File: src/rtl/exec_stage_pkg.sv
// exec_stage_pkg: shared encodings, payload type and helpers for the execute stage
package exec_stage_pkg;
    localparam int XLEN = 32;
    typedef enum logic [2:0] {
        F3_ADD  = 3'b000,
        F3_SLL  = 3'b001,
        F3_SLT  = 3'b010,
        F3_SLTU = 3'b011,
        F3_XOR  = 3'b100,
        F3_SR   = 3'b101,
        F3_OR   = 3'b110,
        F3_AND  = 3'b111
    } funct3_e;
    typedef enum logic [1:0] {EMPTY, ONE, TWO} state_e;
    typedef struct packed {
        logic [XLEN-1:0] result;
        logic [4:0]      rd;
        logic            we;
    } payload_t;
    function automatic logic [XLEN-1:0] bit_rev(input logic [XLEN-1:0] v);
        logic [XLEN-1:0] r;
        for (int i = 0; i < XLEN; i++) r[i] = v[XLEN-1-i];
        return r;
    endfunction
endpackage

File: src/rtl/exec_stage_alu.sv
// alu_comb: combinational RV32I OP/OP-IMM datapath with a single shared right-shifter
module alu_comb
    import exec_stage_pkg::*;
(
    input  logic [XLEN-1:0] rs1,
    input  logic [XLEN-1:0] rs2,
    input  logic [XLEN-1:0] imm,
    input  logic            use_imm,
    input  logic [2:0]      funct3,
    input  logic            alt,
    output logic [XLEN-1:0] result
);
    logic [XLEN-1:0] b, sum, sh_in, sh_out;
    logic            sub, left, fill;
    // Operand select, add/sub, shift (SLL via bit reversal around the right-shifter) and result mux
    always_comb begin
        b      = use_imm ? imm : rs2;
        sub    = alt & ~use_imm;
        sum    = sub ? rs1 - b : rs1 + b;
        left   = funct3 == F3_SLL;
        fill   = (funct3 == F3_SR) & alt & rs1[XLEN-1];
        sh_in  = left ? bit_rev(rs1) : rs1;
        sh_out = XLEN'($signed({fill, sh_in}) >>> b[4:0]);
        result = '0;
        case (funct3)
            F3_ADD:  result = sum;
            F3_SLL:  result = bit_rev(sh_out);
            F3_SLT:  result = {{(XLEN-1){1'b0}}, $signed(rs1) < $signed(b)};
            F3_SLTU: result = {{(XLEN-1){1'b0}}, rs1 < b};
            F3_XOR:  result = rs1 ^ b;
            F3_SR:   result = sh_out;
            F3_OR:   result = rs1 | b;
            F3_AND:  result = rs1 & b;
            default: result = '0;
        endcase
    end
endmodule

File: src/rtl/exec_stage.sv
// exec_stage: execute stage with ALU, output register and skid register handshake
module exec_stage
    import exec_stage_pkg::*;
#(
    parameter int WIDTH = 32
) (
    input  logic             clk,
    input  logic             rst_n,
    input  logic             flush,
    input  logic             in_valid,
    output logic             in_ready,
    input  logic [WIDTH-1:0] in_rs1,
    input  logic [WIDTH-1:0] in_rs2,
    input  logic [WIDTH-1:0] in_imm,
    input  logic             in_use_imm,
    input  logic [2:0]       in_funct3,
    input  logic             in_alt,
    input  logic [4:0]       in_rd,
    output logic             out_valid,
    input  logic             out_ready,
    output logic [WIDTH-1:0] out_result,
    output logic [4:0]       out_rd,
    output logic             out_we
);
    state_e          state, state_d;
    payload_t        or_q, or_d, sr_q, sr_d, in_pl;
    logic [XLEN-1:0] alu_res;
    logic            accept, pop;

    alu_comb u_alu (
        .rs1     (in_rs1),
        .rs2     (in_rs2),
        .imm     (in_imm),
        .use_imm (in_use_imm),
        .funct3  (in_funct3),
        .alt     (in_alt),
        .result  (alu_res)
    );

    assign in_ready   = state != TWO;
    assign out_valid  = state != EMPTY;
    assign accept     = in_valid & in_ready;
    assign pop        = out_valid & out_ready;
    assign in_pl      = {alu_res, in_rd, in_rd != 5'd0};
    assign out_result = or_q.result;
    assign out_rd     = or_q.rd;
    assign out_we     = or_q.we;

    // Next state and buffer loads; flush overrides everything and drops both payloads
    always_comb begin
        state_d = state;
        or_d    = or_q;
        sr_d    = sr_q;
        if (flush) begin
            state_d = EMPTY;
            or_d    = '0;
            sr_d    = '0;
        end else begin
            case (state)
                EMPTY: begin
                    state_d = accept ? ONE : EMPTY;
                    or_d    = accept ? in_pl : or_q;
                end
                ONE: begin
                    state_d = accept ? (pop ? ONE : TWO) : (pop ? EMPTY : ONE);
                    or_d    = (accept & pop) ? in_pl : or_q;
                    sr_d    = (accept & ~pop) ? in_pl : sr_q;
                end
                TWO: begin
                    state_d = pop ? ONE : TWO;
                    or_d    = pop ? sr_q : or_q;
                end
                default: state_d = EMPTY;
            endcase
        end
    end

    // State and payload registers with asynchronous clear
    always_ff @(posedge clk or negedge rst_n) begin
        if (!rst_n) begin
            state <= EMPTY;
            or_q  <= '0;
            sr_q  <= '0;
        end else begin
            state <= state_d;
            or_q  <= or_d;
            sr_q  <= sr_d;
        end
    end
endmodule

File: config.mk
export PLATFORM = sky130hd
export DESIGN_NAME = exec_stage
export DESIGN_NICKNAME = d
export VERILOG_FILES = /design/src/rtl/exec_stage_pkg.sv /design/src/rtl/exec_stage_alu.sv /design/src/rtl/exec_stage.sv
export SDC_FILE = /design/constraint.sdc
export NUM_CORES = 1
export LEC_CHECK = 0
export CAP_MARGIN = 20
export CORE_UTILIZATION = 58
export CTS_CLUSTER_SIZE = 8
export DETAILED_ROUTE_END_ITERATION = 8
export MAX_ROUTING_LAYER = met4
export PLACE_DENSITY = 0.9
export SLEW_MARGIN = 5
export SYNTH_ARGS = -nofsm -noshare
export SYNTH_HDL_FRONTEND = slang
export SYNTH_SLANG_ARGS = --single-unit
export TNS_END_PERCENT = 100
File: constraint.sdc
create_clock -name clk -period 3.5 [get_ports clk]
set_input_delay 0.875 -clock clk [delete_from_list [all_inputs] [get_ports clk]]
set_output_delay 0.875 -clock clk [all_outputs]
set_load 0.05 [all_outputs]
==> results of run 1 <==
-- metrics by stage --
step | utilization [%] | TNS (ps) | hold slack, ps | area (µm²) | std cells
floorplan | - | -15080 | 443 | 11700 | 1580
global placement | 82.1 | -37650 | 455 | 16000 | 2274
detailed placement | 82.1 | -48120 | 465 | 16000 | 2274
CTS | 92.1 | -2030 | 482 | 17900 | 2326
-- cells by family after synthesis --
logic type / Yosys count
buf+inv: 229
mux: 72
flops: 78
xor+xnor: 29
compound gates: 626
simple gates: 446
fa+ha+maj: 100
-- Yosys cell counts, types with 25 or more instances --
library cell	instances
sky130_fd_sc_hd__xnor2_1	29
sky130_fd_sc_hd__clkbuf_1	92
sky130_fd_sc_hd__o211ai_1	31
sky130_fd_sc_hd__a211oi_1	66
sky130_fd_sc_hd__a21oi_1	171
sky130_fd_sc_hd__ha_1	98
sky130_fd_sc_hd__dfrtp_1	78
sky130_fd_sc_hd__mux2i_1	65
sky130_fd_sc_hd__nand3_1	25
sky130_fd_sc_hd__nand2_1	135
sky130_fd_sc_hd__inv_1	99
sky130_fd_sc_hd__nor2_1	135
sky130_fd_sc_hd__o21ai_0	112
sky130_fd_sc_hd__nor3_1	48
-- repair_timing --
action                                  4_1_cts
pin swaps                                    88
gates resized for setup                     310
endpoints found under the hold margin         0
endpoints found under the setup margin       64
setup buffers                                37
gates cloned                                  4
-- layer usage --
metal / track usage (%) / GRT overflow
met1: 87.4 / 32
met2: 102 / 298
met3: 78.4 / 37
met4: 92.8 / 121
met5: - / -
==> metrics.txt, run 1 <==
library cell with the largest summed area after synthesis=sky130_fd_sc_hd__dfrtp_1; Yosys cell types=between 80 and 90; Netlist Area Pre-Place=roughly 0.012 mm²; tool error message=[ERROR GRT-0116] Global routing finished with congestion. Check the congestion regions in the DRC Viewer.; number of standard-cell rows in the floorplan=slightly above 50; proportion of netlist area held by the largest area contributor=roughly 17%; synth top area cells=sky130_fd_sc_hd__dfrtp_1 (17%), sky130_fd_sc_hd__ha_1 (11%), sky130_fd_sc_hd__a21oi_1 (7.4%), sky130_fd_sc_hd__mux2i_1 (5.6%), sky130_fd_sc_hd__o21ai_0 (4.9%); Post-Place Worst Slack=-1010 ps; net count after synthesis=1791; post-synthesis sequential area ratio=16.9%; Adder-Cell Fraction of Synth Area=between 10% and 20%; HPWL after detailed placement=41200 µm; GRT Util Overall=just over 90%; clock buffers created by TritonCTS=9; Cells after Synth=around 1600; number of flip-flops and latches in the synthesized netlist=78; proportion of synthesized area in mux cells=about 6.8%; number of clock sinks=78; async set-reset flop share out of synthesis=100%; last stage the flow got to=5_1_grt; total of hold buffers inserted after clock tree synthesis=0; height of the die=143 µm; via count of the first global-routing pass=roughly 21000; number of enable flip-flop cells after synthesis=0; post-synthesis xor/xnor area fraction=around 2.2%; global-route wire length before repair=~140000 µm; total number of yosys warnings=0; horizontal die dimension=143 µm; Overflow after GRT=488; CTS H-Tree Depth=3; top flip-flop cell by instance count after synthesis=sky130_fd_sc_hd__dfrtp_1; num ports=approximately 150; outcome=stopped before the end; Buffers on Ports=150; weighted congestion reported at the end of routability-driven placement=~1.3; compound-gate portion of the synthesized area=between 30% and 40%; pin count of the biggest net entering global routing=about 80; synthesized area per cell=7.29 µm²; Simple-Gate Fraction of Synth Area=about a fifth; library cell used as clock root buffer=sky130_fd_sc_hd__clkbuf_16; main combinational cell family by area after synthesis=compound AO/OA/AOI/OAI gates; largest buffer count on any clock path=2; Initial Util=59.2%
==> run 2, diff against run 1 <==
CORE_UTILIZATION = 40   (was 58)
CTS_CLUSTER_SIZE = default   (was 8)
MAX_ROUTING_LAYER = default   (was met4)
PLACE_DENSITY = default   (was 0.9)
PLACE_DENSITY_LB_ADDON = 0.15   (was default)
==> metrics.txt, run 2 <==
outcome=complete, but fails checks (was stopped before the end); violations in the final reports=negative setup slack; TritonCTS clock tree=built; category of the critical setup timing path=in -> reg; normalized max-slew margin=between 30% and 40%; family with the most delay on the worst path=compound AO/OA/AOI/OAI gates; number of flip-flops and latches in the synthesized netlist=78 (unchanged); proportion of netlist area held by the largest area contributor=16.9% (unchanged); weighted congestion reported at the end of routability-driven placement=1.03 (was 1.27); launching element type of the critical path=primary input; number of standard-cell rows in the floorplan=61 (was 51); Routed Antenna Nets=0; Remaining DRCs=0; Cells after Synth=1580 (unchanged); horizontal die dimension=172 µm (was 143 µm); CTS H-Tree Depth=3 (unchanged); P&R area growth vs syn=75.1%; flip-flop count of the largest register, all copies and words added=38; antenna violations before repair=0; post-synthesis xor/xnor area fraction=2.21% (unchanged); post-synthesis sequential area ratio=16.9% (unchanged); Overflow after GRT=0; HP Class=reg -> reg; Buffers on Ports=150 (unchanged); Critical Path Source=in_rs1[0]; synth top area cells=sky130_fd_sc_hd__dfrtp_1 (17%), sky130_fd_sc_hd__ha_1 (11%), sky130_fd_sc_hd__a21oi_1 (7.4%), sky130_fd_sc_hd__mux2i_1 (5.6%), sky130_fd_sc_hd__o21ai_0 (4.9%) (unchanged); clock-pin slew reported for the worst setup and hold paths after clock tree synthesis=about 60 ps; biggest cell delay along the critical path=between 300 and 400 ps; number of clock sinks=78 (unchanged); Setup WS post-layout=-422 ps; Fmax achieved=between 200 and 300 MHz; Final setup viols=between 50 and 60; series of cell instances along the critical path=dlygate4sd2_1, inv_2, ha_4, inv_1, fa_2, nor2b_2, o211ai_1, buf_4, a21oi_4, a32oi_2, nand3_2, a221oi_4, buf_4, a211oi_2, xnor2_2, o211ai_1, a211oi_1; Data required, critical path=3740 ps; average wire length per cell after detail routing=~23 µm; num ports=151 (unchanged); proportion of synthesized area in mux cells=6.84% (unchanged); worst vdd rail ir drop=0.246 mV; CP max FO=3; launch instance of the worst min-delay path=sr_q[6]; Critical path destination=out_result[30]; Simple-Gate Fraction of Synth Area=18.6% (unchanged); library cell with the largest summed area after synthesis=sky130_fd_sc_hd__dfrtp_1 (unchanged); DRT Pass-1 Iters=5; total number of yosys warnings=0 (unchanged); async set-reset flop share out of synthesis=100% (unchanged); top cells by count, synth=sky130_fd_sc_hd__a21oi_1 (171), sky130_fd_sc_hd__nand2_1 (135), sky130_fd_sc_hd__nor2_1 (135), sky130_fd_sc_hd__o21ai_0 (112), sky130_fd_sc_hd__inv_1 (99) (unchanged); main combinational cell family by area after synthesis=compound AO/OA/AOI/OAI gates (unchanged); HPWL after detailed placement=44500 µm (was 41200 µm); Post-Route Skew=roughly 6.7 ps; top flip-flop cell by instance count after synthesis=sky130_fd_sc_hd__dfrtp_1 (unchanged); DRC violation total after the first TritonRoute iteration=about 1900; largest buffer count on any clock path=2 (unchanged); synthesized area per cell=7.29 µm² (unchanged); pin count of the biggest net entering global routing=a little under 80; Tcrit/Tclk final=112%; overall via count from detail_route=15700; kind of end point of the critical path=flip-flop; power per standard cell area=just under 300 mW/mm²; Final Core Density=a little under three quarters; Die Footprint=slightly below 0.03 mm²; library cell used as clock root buffer=sky130_fd_sc_hd__clkbuf_16 (unchanged); Netlist Area Pre-Place=0.0115 mm² (unchanged); cell area reported after detailed placement=0.0168 mm² (was 0.0160 mm²); reg2reg end=out_result[0]; area of the core=between 0.02 and 0.03 mm²; static leakage=~0.0089 µW; Period minus WS final=between 3000 and 4000 ps; antenna diode count=0; most used cells in the layout excluding fill and tap cells=sky130_fd_sc_hd__buf_4 (521), sky130_fd_sc_hd__nand2_1 (129), sky130_fd_sc_hd__a21oi_1 (128); height of the die=172 µm (was 143 µm); register with the most flip-flops=sr_q; final cell area excluding filler cells=around 0.02 mm²; worst-margin pin slew=981 ps; total of hold buffers inserted after clock tree synthesis=0 (unchanged); crit path buf inv count=5; library cell contributing the largest single delay on the critical path=sky130_fd_sc_hd__a221oi_4; GRT Util Overall=38.6%; DRT Wirelength=about 60000 µm; max-cap violation count=0; number of enable flip-flop cells after synthesis=0 (unchanged); depth of the worst register-to-register path=10; global-route wire length before repair=between 80000 and 90000 µm; most common cell after layout, fill and taps aside=sky130_fd_sc_hd__buf_4; Yosys cell types=83 (unchanged); clk_lat worst skew=~330 ps; net count after synthesis=1791 (unchanged); final count of hold timing violations=0; logic depth of the worst setup path including buffers=17; clock buffers created by TritonCTS=9 (unchanged); fraction of final layout cells sized beyond drive strength 1=roughly 42%; setup repair after global routing missed its margin=true; reg2reg setup slack=~1100 ps; Adder-Cell Fraction of Synth Area=11.0% (unchanged); compound-gate portion of the synthesized area=36.2% (unchanged); Slew Viols, Final=0; Data arrival, critical path=roughly 4200 ps; worst flop-to-flop path startpoint=state[0]; most used standard cell by instance count after synthesis=sky130_fd_sc_hd__a21oi_1 (unchanged); via/cell ratio=6.10; Post-layout nets=approximately 2400; Initial Util=41.0% (was 59.2%); via count of the first global-routing pass=between 10000 and 15000
[run 2: kinds of logic after synthesis]
| logic type | after synthesis |
|---|---|
| buf+inv | 229 |
| simple gates | 446 |
| mux | 72 |
| fa+ha+maj | 100 |
| xor+xnor | 29 |
| flops | 78 |
| compound gates | 626 |
[run 2: area by class of cell]
cell class | instances | area [µm²]
well taps | 378 | 473
clock buffers | 10 | 229
flip-flops and latches | 78 | 1950
inverters | 102 | 383
fillers | 2237 | 7920
multi-input cells | 1273 | 10800
clock inverters | 6 | 67.6
repair buffers | 727 | 6290
[run 2: how the worst min path moves through the flow]
stage	to	cells after the start
floorplan	sr_q[24]	2
global placement	sr_q[24]	2
detailed placement	sr_q[6]	2
finish	sr_q[6]	2
CTS	sr_q[24]	2
global route	sr_q[33]	2
[run 2: timing repair]
| item | CTS | global route |
|---|---|---|
| cloned | 3 | 3 |
| setup endpoints to repair | 64 | 63 |
| pin swaps | 79 | 88 |
| resized for setup | 298 | 206 |
| setup buffers | 44 | 44 |
[run 2: worst register-to-register path: stages, from the launching register on]
cell	delay, ps
sky130_fd_sc_hd__dfrtp_1	440
sky130_fd_sc_hd__or2_2	320
sky130_fd_sc_hd__nand2_1	100
sky130_fd_sc_hd__inv_1	50
sky130_fd_sc_hd__ha_1	190
sky130_fd_sc_hd__nand2_1	60
sky130_fd_sc_hd__a21oi_1	100
sky130_fd_sc_hd__a21oi_2	400
sky130_fd_sc_hd__buf_4	320
sky130_fd_sc_hd__nor3_1	70
sky130_fd_sc_hd__nor4_1	270
[run 2: power by group]
part	switching [µW]	leakage, µW	internal [µW]
registers	41.9	0.00106	967
clock network	376	0.000139	556
logic	2210	0.00774	1830
[run 2: metal layers]
metal / global-route usage, % / routed length [µm] / vias to the layer above
met3: 4.46 / 4910 / 195
met4: 18.7 / 3440 / 0
met5: 0 / 0 / -
met1: 51.0 / 24500 / 7514
li1: - / - / 7097
met2: 62.3 / 27100 / 901
[run 2: per-stage QoR]
| step | hold WS (ps) | worst slack, ps | cells | TNS (ps) | total power (µW) |
|---|---|---|---|---|---|
| CTS | 478 | -282 | 2531 | -3910 | 5540 |
| floorplan | 443 | -574 | 1580 | -15080 | 2610 |
| finish | 473 | -422 | 2574 | -9770 | 5970 |
| detailed placement | 466 | -1100 | 2469 | -53550 | 4240 |
| global placement | 459 | -1100 | 2469 | -51770 | 4230 |
| global route | 494 | -535 | 2574 | -14370 | 6220 |
(Power assumes the default switching activity.)
==> run 3, diff against run 2 <==
CORE_ASPECT_RATIO = 0.7   (was default)
SKIP_LAST_GASP = 1   (was default)
==> metrics.txt, run 3 (synthesis gave the netlist of run 2 again) <==
DRT Pass-1 Iters=7 (was 5); Final setup viols=49 (was 59); CP max FO=5 (was 3); sum of routed wire segments on met1=26700 µm (was 24500 µm); GRT Util Overall=39.6% (was 38.6%); number of clock sinks=78 (unchanged); P&R area growth vs syn=67.6% (was 75.1%); Data arrival, critical path=4160 ps (about the same); Routed met3 length=6560 µm (was 4910 µm); num ports=151 (unchanged); Buffers on Ports=150 (unchanged); library cell used as clock root buffer=sky130_fd_sc_hd__clkbuf_16 (unchanged); fraction of final layout cells sized beyond drive strength 1=38.9% (was 42.3%); TritonCTS clock tree=built (unchanged); Fmax achieved=255 MHz (about the same); cell area reported after detailed placement=0.0164 mm² (was 0.0168 mm²); largest buffer count on any clock path=2 (unchanged); number of standard-cell rows in the floorplan=51 (was 61); clk_lat worst skew=340 ps (was 330 ps); Post-Place Worst Slack=-1110 ps (was -1100 ps); DRT Wirelength=59700 µm (was 59900 µm); CTS H-Tree Depth=3 (unchanged); global-route wire length before repair=88700 µm (was 86300 µm); max-cap violation count=0 (unchanged); routed length on met2=24600 µm (was 27100 µm); most common cell after layout, fill and taps aside=sky130_fd_sc_hd__buf_4 (unchanged); static leakage=0.00850 µW (was 0.00894 µW); biggest cell delay along the critical path=370 ps (about the same); HPWL after detailed placement=45500 µm (was 44500 µm); violations in the final reports=negative setup slack (unchanged); clock buffers created by TritonCTS=9 (unchanged); via count of the first global-routing pass=14600 (was 14900); weighted congestion reported at the end of routability-driven placement=1.04 (was 1.03); Data required, critical path=3740 ps (about the same); worst-margin pin slew=699 ps (was 981 ps); Die Footprint=0.0295 mm² (about the same); horizontal die dimension=205 µm (was 172 µm); pin count of the biggest net entering global routing=79 (unchanged); height of the die=144 µm (was 172 µm); final count of hold timing violations=0 (unchanged); library cell contributing the largest single delay on the critical path=sky130_fd_sc_hd__fa_2 (was sky130_fd_sc_hd__a221oi_4); setup repair after global routing missed its margin=true (unchanged); outcome=complete, but fails checks (unchanged); Post-Route Skew=6.74 ps (was 6.67 ps); worst vdd rail ir drop=0.253 mV (was 0.246 mV); register with the most flip-flops=sr_q (unchanged); area of the core=0.0281 mm² (about the same); kind of end point of the critical path=flip-flop (unchanged); total of hold buffers inserted after clock tree synthesis=0 (unchanged); series of cell instances along the critical path=buf_12, mux2i_4, inv_2, ha_4, fa_2, a21oi_2, buf_6, o221ai_4, a311oi_2, buf_6, buf_4, nor3_4, nor3_2, buf_4, nor4_4, a211oi_2, xnor2_1, o211ai_1, a211oi_1 (was dlygate4sd2_1, inv_2, ha_4, inv_1, fa_2, nor2b_2, o211ai_1, buf_4, a21oi_4, a32oi_2, nand3_2, a221oi_4, buf_4, a211oi_2, xnor2_2, o211ai_1, a211oi_1); normalized max-slew margin=52.8% (was 34.6%); Overflow after GRT=0 (unchanged); Remaining DRCs=0 (unchanged); final cell area excluding filler cells=0.0193 mm² (was 0.0202 mm²); HP Class=in -> async (was reg -> reg); highest layer used for signal routing=met4 (unchanged); Slew Viols, Final=0 (unchanged); flip-flop count of the largest register, all copies and words added=38 (unchanged); antenna violations before repair=0 (unchanged); Post-layout nets=2323 (was 2402); Tcrit/Tclk final=112% (about the same); Initial Util=41.0% (about the same); most used cells in the layout excluding fill and tap cells=sky130_fd_sc_hd__buf_4 (452), sky130_fd_sc_hd__nand2_1 (133), sky130_fd_sc_hd__a21oi_1 (127) (was sky130_fd_sc_hd__buf_4 (521), sky130_fd_sc_hd__nand2_1 (129), sky130_fd_sc_hd__a21oi_1 (128)); power per standard cell area=300 mW/mm² (was 296 mW/mm²); Routed Antenna Nets=0 (unchanged); average wire length per cell after detail routing=24.0 µm (was 23.3 µm); antenna diode count=0 (unchanged); Period minus WS final=3920 ps (about the same); via/cell ratio=6.24 (was 6.10); clock-pin slew reported for the worst setup and hold paths after clock tree synthesis=60 ps (about the same); overall via count from detail_route=15500 (was 15700); category of the critical setup timing path=in -> reg (unchanged); DRC violation total after the first TritonRoute iteration=1910 (was 1852); Setup WS post-layout=-424 ps (was -422 ps); launching element type of the critical path=primary input (unchanged)
[run 3: cell types whose count changed in the layout (fill, tap and decap cells not counted), moves of 5 or more]
cell / before / now
sky130_fd_sc_hd__mux2i_2: 16 / 8
sky130_fd_sc_hd__buf_6: 33 / 24
sky130_fd_sc_hd__buf_4: 521 / 452
sky130_fd_sc_hd__mux2i_1: 36 / 45
sky130_fd_sc_hd__nand3_2: 6 / 1
sky130_fd_sc_hd__nor3_1: 30 / 35
sky130_fd_sc_hd__a211oi_2: 32 / 27
sky130_fd_sc_hd__xnor2_2: 8 / 2
sky130_fd_sc_hd__xnor2_1: 20 / 27
[run 3: timing repair]
action | 4_1_cts | 5_1_grt
endpoints found under the hold margin | 0 | 0
endpoints found under the setup margin | 64 | 63
cloned | 4 | 0
pin swaps | 78 | 56
gates resized for setup | 303 | 156
buffers inserted | 36 | 22
[run 3: final timing paths]
path,startpoint,to,slack [ps],cells after the start
worst max-delay path,in_use_imm,out_result[30],-420,19
worst min-delay path,rst_n,sr_q[4],390,1
worst max register to register,state[1],out_result[31],650,12
worst min register to register,sr_q[26],sr_q[26],470,2
max in group asynchronous,rst_n,out_result[8],2510,2
min in group clk,sr_q[26],sr_q[26],470,2
[run 3: where the power goes]
| part | switching (µW) | total [µW] | internal (µW) |
|---|---|---|---|
| clock network | 389 | 966 | 577 |
| registers | 42.3 | 1010 | 967 |
| logic | 2130 | 3820 | 1680 |
| total | 2570 | 5790 | 3230 |
[run 3: routing by layer]
metal | track usage [%] | vias up
li1 | - | 6943
met1 | 58.5 | 7494
met2 | 57.2 | 942
met3 | 8.84 | 155
met4 | 9.74 | 0
met5 | 0 | -
[run 3: final cells by class]
cell class	instances	area [µm²]
Timing Repair Buffer	648	5660
Multi-Input combinational cell	1273	10500
Clock buffer	10	239
Inverter	102	383
Tap cell	371	464
Clock inverter	6	68.8
Sequential cell	78	1950
Fill cell	2324	8780
[run 3: per-stage QoR]
stage | hold slack (ps) | TNS [ps] | cells | utilization (%) | power [µW]
3_5_place_dp | 465 | -52070 | 2413 | 58.4 | 4150
4_1_cts | 484 | -3310 | 2466 | 65.4 | 5460
5_1_grt | 395 | -11470 | 2488 | 68.7 | 6040
2_1_floorplan | 443 | -15080 | 1580 | - | 2610
6_report | 388 | -6620 | 2488 | 68.7 | 5790
3_3_place_gp | 460 | -49430 | 2413 | 58.4 | 4140
[run 3: worst max-delay path, delay by kind of cell]
kind	cells	cell delay [ps]
muxes	1	240
and+or+nand+nor	3	240
adders and majority gates	2	550
xor gates and xnor gates	1	180
AOI/OAI and AO/OA	6	1220
buffers and inverters	6	830
